[src/rtl/ste_snd_fifo.sv]
// STE shifter-side sound FIFO: takes 16-bit DMA words on sload_n strobes and
// plays 8-bit signed samples, mono or stereo, at a programmable rate.
module ste_snd_fifo #(
    parameter int DEPTH   = 4,
    parameter int BASEDIV = 640
) (
    input  logic              clk32,
    input  logic              res,
    input  logic              sndon,
    input  logic              sload_n,
    input  logic [15:0]       din,
    input  logic [1:0]        rate,
    input  logic              mono,
    output logic              sreq,
    output logic signed [7:0] left,
    output logic signed [7:0] right,
    output logic              strobe,
    output logic              underrun,
    output logic              overrun
);
    localparam int AW = $clog2(DEPTH);
    localparam int CW = AW + 1;
    localparam int PW = $clog2(BASEDIV);

    logic              sload_q, sload_d;
    logic              ld_q, ld_d;
    logic [15:0]       din_q;
    logic [15:0]       mem_q [DEPTH];
    logic [AW-1:0]     wptr_q, wptr_d, rptr_q, rptr_d;
    logic [CW-1:0]     count_q, count_d;
    logic [PW-1:0]     presc_q, presc_d;
    logic [2:0]        div_q, div_d;
    logic              phase_q, phase_d;
    logic              sreq_q, sreq_d;
    logic signed [7:0] left_q, left_d, right_q, right_d;
    logic              strobe_q, strobe_d, underrun_q, underrun_d, overrun_q, overrun_d;

    logic        load_ev, base_tick, samp_tick, empty, full, pop, push, wr_en;
    logic [2:0]  div_mask;
    logic [15:0] head;

    always_comb begin
        load_ev   = sload_q & ~sload_n & sndon;
        base_tick = sndon & (presc_q == PW'(BASEDIV - 1));
        unique case (rate)
            2'd0:    div_mask = 3'b111;
            2'd1:    div_mask = 3'b011;
            2'd2:    div_mask = 3'b001;
            default: div_mask = 3'b000;
        endcase
        samp_tick = base_tick & ((div_q & div_mask) == div_mask);
        empty     = (count_q == '0);
        full      = (count_q == CW'(DEPTH));
        head      = mem_q[rptr_q];
        // Stereo always consumes the word; mono only after its low byte.
        pop       = samp_tick & ~empty & (~mono | ~phase_q);
        push      = ld_q & (~full | pop);
        wr_en     = push & sndon;
    end

    always_comb begin
        sload_d    = sload_n;
        ld_d       = load_ev;
        wptr_d     = wptr_q;
        rptr_d     = rptr_q;
        count_d    = count_q;
        presc_d    = presc_q;
        div_d      = div_q;
        phase_d    = phase_q;
        left_d     = left_q;
        right_d    = right_q;
        strobe_d   = samp_tick & ~empty;
        underrun_d = samp_tick & empty;
        overrun_d  = ld_q & full & ~pop;
        sreq_d     = sndon & (count_q <= CW'(DEPTH - 2));

        if (push) begin
            wptr_d = wptr_q + 1'b1;
        end
        if (pop) begin
            rptr_d = rptr_q + 1'b1;
        end
        if (push && !pop) begin
            count_d = count_q + 1'b1;
        end else if (pop && !push) begin
            count_d = count_q - 1'b1;
        end

        if (sndon) begin
            presc_d = base_tick ? '0 : presc_q + 1'b1;
            if (base_tick) begin
                div_d = div_q + 3'd1;
            end
        end

        if (samp_tick && !empty) begin
            if (!mono) begin
                left_d  = $signed(head[15:8]);
                right_d = $signed(head[7:0]);
                phase_d = 1'b1;
            end else if (phase_q) begin
                left_d  = $signed(head[15:8]);
                right_d = $signed(head[15:8]);
                phase_d = 1'b0;
            end else begin
                left_d  = $signed(head[7:0]);
                right_d = $signed(head[7:0]);
                phase_d = 1'b1;
            end
        end

        // Sound off: flush everything and silence the outputs.
        if (!sndon) begin
            ld_d       = 1'b0;
            wptr_d     = '0;
            rptr_d     = '0;
            count_d    = '0;
            presc_d    = '0;
            div_d      = '0;
            phase_d    = 1'b1;
            left_d     = '0;
            right_d    = '0;
            strobe_d   = 1'b0;
            underrun_d = 1'b0;
            overrun_d  = 1'b0;
            sreq_d     = 1'b0;
        end
    end

    always_ff @(posedge clk32 or posedge res) begin
        if (res) begin
            sload_q    <= 1'b1;
            ld_q       <= 1'b0;
            wptr_q     <= '0;
            rptr_q     <= '0;
            count_q    <= '0;
            presc_q    <= '0;
            div_q      <= '0;
            phase_q    <= 1'b1;
            sreq_q     <= 1'b0;
            left_q     <= '0;
            right_q    <= '0;
            strobe_q   <= 1'b0;
            underrun_q <= 1'b0;
            overrun_q  <= 1'b0;
        end else begin
            sload_q    <= sload_d;
            ld_q       <= ld_d;
            wptr_q     <= wptr_d;
            rptr_q     <= rptr_d;
            count_q    <= count_d;
            presc_q    <= presc_d;
            div_q      <= div_d;
            phase_q    <= phase_d;
            sreq_q     <= sreq_d;
            left_q     <= left_d;
            right_q    <= right_d;
            strobe_q   <= strobe_d;
            underrun_q <= underrun_d;
            overrun_q  <= overrun_d;
        end
    end

    // Data storage carries no reset; the count alone qualifies its contents.
    always_ff @(posedge clk32) begin
        if (load_ev) begin
            din_q <= din;
        end
        if (wr_en) begin
            mem_q[wptr_q] <= din_q;
        end
    end

    assign sreq     = sreq_q;
    assign left     = left_q;
    assign right    = right_q;
    assign strobe   = strobe_q;
    assign underrun = underrun_q;
    assign overrun  = overrun_q;
endmodule

[config.mk]
export PLATFORM = sky130hd
export DESIGN_NAME = ste_snd_fifo
export DESIGN_NICKNAME = d
export VERILOG_FILES = /design/src/rtl/ste_snd_fifo.sv
export SDC_FILE = /design/constraint.sdc
export NUM_CORES = 1
export LEC_CHECK = 0
export ABC_AREA = 1
export ABC_CLOCK_PERIOD_IN_PS = 2100
export BUFFER_PORTS_ARGS = -buffer_cell sky130_fd_sc_hd__buf_2
export CAP_MARGIN = 40
export CORE_MARGIN = 5
export CORE_UTILIZATION = 52
export DETAILED_ROUTE_END_ITERATION = 10
export HOLD_SLACK_MARGIN = 0.05
export PLACE_DENSITY = 0.86
export SKIP_CTS_REPAIR_TIMING = 1
export SLEW_MARGIN = 5
export SYNTH_ARGS = -nofsm -noshare
export SYNTH_HDL_FRONTEND = slang
export SYNTH_SLANG_ARGS = --single-unit
[constraint.sdc]
create_clock -name clk32 -period 2.1 [get_ports clk32]
set_input_delay 0.21 -clock clk32 [delete_from_list [all_inputs] [get_ports clk32]]
set_output_delay 0.21 -clock clk32 [all_outputs]
set_load 0.02 [all_outputs]
==> metrics <==
status complete, but fails checks; failing checks setup timing; Peak VDD IR 0.681 mV; CP arrival 2.58 ns; Post-synth ARST share 35.0%; Syn. warnings 0; largest family of logic cells by synthesized area simple AND/OR/NAND/NOR gates; TritonCTS Buffers 17; EDFF count, synth 80; clock buffer depth 2; Netlist cell types 35; post-synthesis compound-gate area fraction 6.75%; row count 36; fin crit period 2.14 ns; number of global-route vias before repair 3513; CTS HTree Levels 4; Max-cap violations 0; initial antenna violation count 0; Initial Util 52.7%; largest net degree at the start of global routing 44; Die H 109 um; Syn Nets 470; DRT iter0 DRCs 332; gpl congestion 0.893; Synth-to-Final Area Change 28.2%; hold_ws 0.112 ns; count of state elements after synthesis 123; CTS sink count 123; Clk pin slew, worst setup/hold paths 0.06 ns; sequential area share after synthesis 68.5%; Synth Area in Adders 1.87%; crit path launch type flip-flop; Hold Vio Cnt, Final 0; Global Route Usage Sum 19.4%; final setup fails 1; share of post-route cells with drive strength above 1 23.4%; antenna-violating nets left 0; Worst-Margin Slew 0.548 ns; die area 0.0118 mm^2; DP Area 0.00569 mm^2; setup ws final -0.0359 ns; num ports 43; Slew HR 63.5%; final instance area 0.00651 mm^2; Pins Over Slew Limit 0; critical path type reg -> reg; Congestion Overflow GR 0; diodes inserted 0; drt wl/cell 16.1 um; nets@finish 559; CTS root buf clkbuf_8; Final period util 102%; critical-path maximum fanout 3; routed wire length 10800 um; Max Fclk 468 MHz; Syn Std Cell Area 0.00508 mm^2; Port Buffer Count 42; Post-Syn Area per Cell 11.5 um^2; worst skew pair latency 0.51 ns; Static Leak 2.78 nW; Core Area 0.00964 mm^2; xor and xnor area share after synthesis 0.517%; Setup Skew 0.0113 ns; Mapped Cells 440; first-pass GRT wire length 17300 um; CTS tree done; die width 109 um; Post-Synth Simple-Gate Area 18.5%; CP endpoint kind flip-flop; Top FF cell, synth edfxtp_1; unrepaired setup endpoints after global routing yes; 1st-pass router iterations 5; via count of the routed design 3584; DRC viols 0; hold crit path type in -> reg; proportion of synthesized area in mux cells 0%; vias per inst 5.31; Worst EP required 2.54 ns; total power divided by cell area 900 mW/mm^2; DP HPWL 6760 um
registers in the layout, indices dropped and copies added (netlist names):
signal    count
mem_q        64
sload_q       1
right         8
underrun      1
overrun       1
ld_q          1
presc_q      10
left          8
rptr_q        2
wptr_q        2
phase_q       1
count_q       3
strobe        1
sreq          1
div_q         3
din_q        16
synthesized netlist by cell type (2+ instances only):
cell | count | share of area [%]
inv_1 | 27 | 2.0
nor2_1 | 17 | 1.3
ha_1 | 6 | 1.5
nand3_1 | 38 | 3.7
dfstp_2 | 2 | 1.0
edfxtp_1 | 80 | 47
nor3b_1 | 4 | 0.59
nor3_1 | 4 | 0.39
a32o_1 | 16 | 3.2
nand2_1 | 126 | 9.3
nand2_2 | 3 | 0.37
inv_2 | 3 | 0.22
a21oi_1 | 21 | 2.1
buf_1 | 2 | 0.15
nor2_4 | 3 | 0.66
clkbuf_1 | 12 | 0.89
xor2_1 | 2 | 0.34
clkinv_1 | 2 | 0.15
nand3_2 | 2 | 0.39
o21ai_1 | 3 | 0.30
dfrtp_1 | 41 | 20
nor2_2 | 5 | 0.62
nand3_4 | 2 | 0.69
nand4_1 | 4 | 0.49
o21ai_0 | 5 | 0.49
stage by stage:
stage / total power [W] / worst slack, ns / instances / utilization (%) / setup TNS, ns
3_5_place_dp: 0.00286 / -0.101 / 622 / 59.0 / -0.145
6_report: 0.00586 / -0.0359 / 675 / 67.5 / -0.0359
5_1_grt: 0.00606 / -0.151 / 675 / 67.5 / -3.88
3_3_place_gp: 0.00285 / 0.0297 / 621 / 58.7 / 0
4_1_cts: 0.00587 / -0.128 / 654 / 65.4 / -1.86
2_1_floorplan: 0.00278 / -0.0665 / 440 / - / -3.35
final timing paths:
path	from	end	slack (ns)	depth (start not counted)
max	presc_q[0]	count_q[2]	-0.04	14
min	sndon	underrun	0.11	4
max reg2reg	presc_q[0]	count_q[2]	-0.04	14
min reg2reg	div_q[2]	div_q[2]	0.47	1
max in group asynchronous	res	sload_q	1.32	4
min in group asynchronous	res	presc_q[6]	0.40	4
critical path, cell delays in order (launching register included):
cell	delay, ns
dfrtp_1	0.40
ha_4	0.17
nand3_4	0.09
nor2_4	0.12
nand3_4	0.10
nor2_4	0.12
nand3_4	0.10
nand3_4	0.08
inv_2	0.04
fa_2	0.35
xnor2_2	0.15
nand4_1	0.12
nand2_1	0.09
nand2_1	0.06
nand2_1	0.07
routing by layer:
metal  vias to the layer above  wire [um]  track usage [%]
li1                       1704          -                -
met1                      1723       4510             24.8
met2                       139       5450             32.5
met3                        18        700             4.20
met4                         0        168             7.30
met5                         -          0                0
kinds of logic (layout without fill, tap and decap cells):
family	count (synthesis)	count (layout)
xor+xnor	3	3
flops	123	123
fa+ha+maj	7	7
simple gates	208	208
compound gates	50	50
buf+inv	49	151
layout make-up:
cell class,instances,area [um^2]
Inverter,33,128
Tap cell,133,166
Fill cell,658,3130
Clock buffer,17,414
Clock inverter,15,203
Multi-Input combinational cell,268,1460
Sequential cell,123,3480
Timing Repair Buffer,86,656
placed cells by master (no fill, tap or decap), types with 2 or more instances in the layout:
cell type      instances
o21ai_1                3
xor2_1                 2
nor3_1                 4
bufinv_16              3
a21oi_1               21
buf_4                 21
inv_6                  4
inv_8                  5
nor3b_1                4
inv_1                 25
edfxtp_1              80
dfstp_2                2
clkinv_2               2
clkinv_1               2
nor2_1                17
nand3_4                4
dlygate4sd3_1         18
buf_2                 42
nor2_4                 7
nand3_1               38
a32o_1                16
inv_2                  4
buf_12                 4
o21ai_0                5
nand2_1              126
nand2_2                3
nand4_1                4
dfrtp_1               41
clkbuf_16             16
ha_1                   5
power by group:
group          switching [W]  internal (W)  leakage [nW]  total [W]
Sequential         0.0000251       0.00261          1.31    0.00263
Combinational       0.000120     0.0000900          1.17   0.000210
Clock                0.00116       0.00186         0.303    0.00302
(Power assumes the default switching activity.)
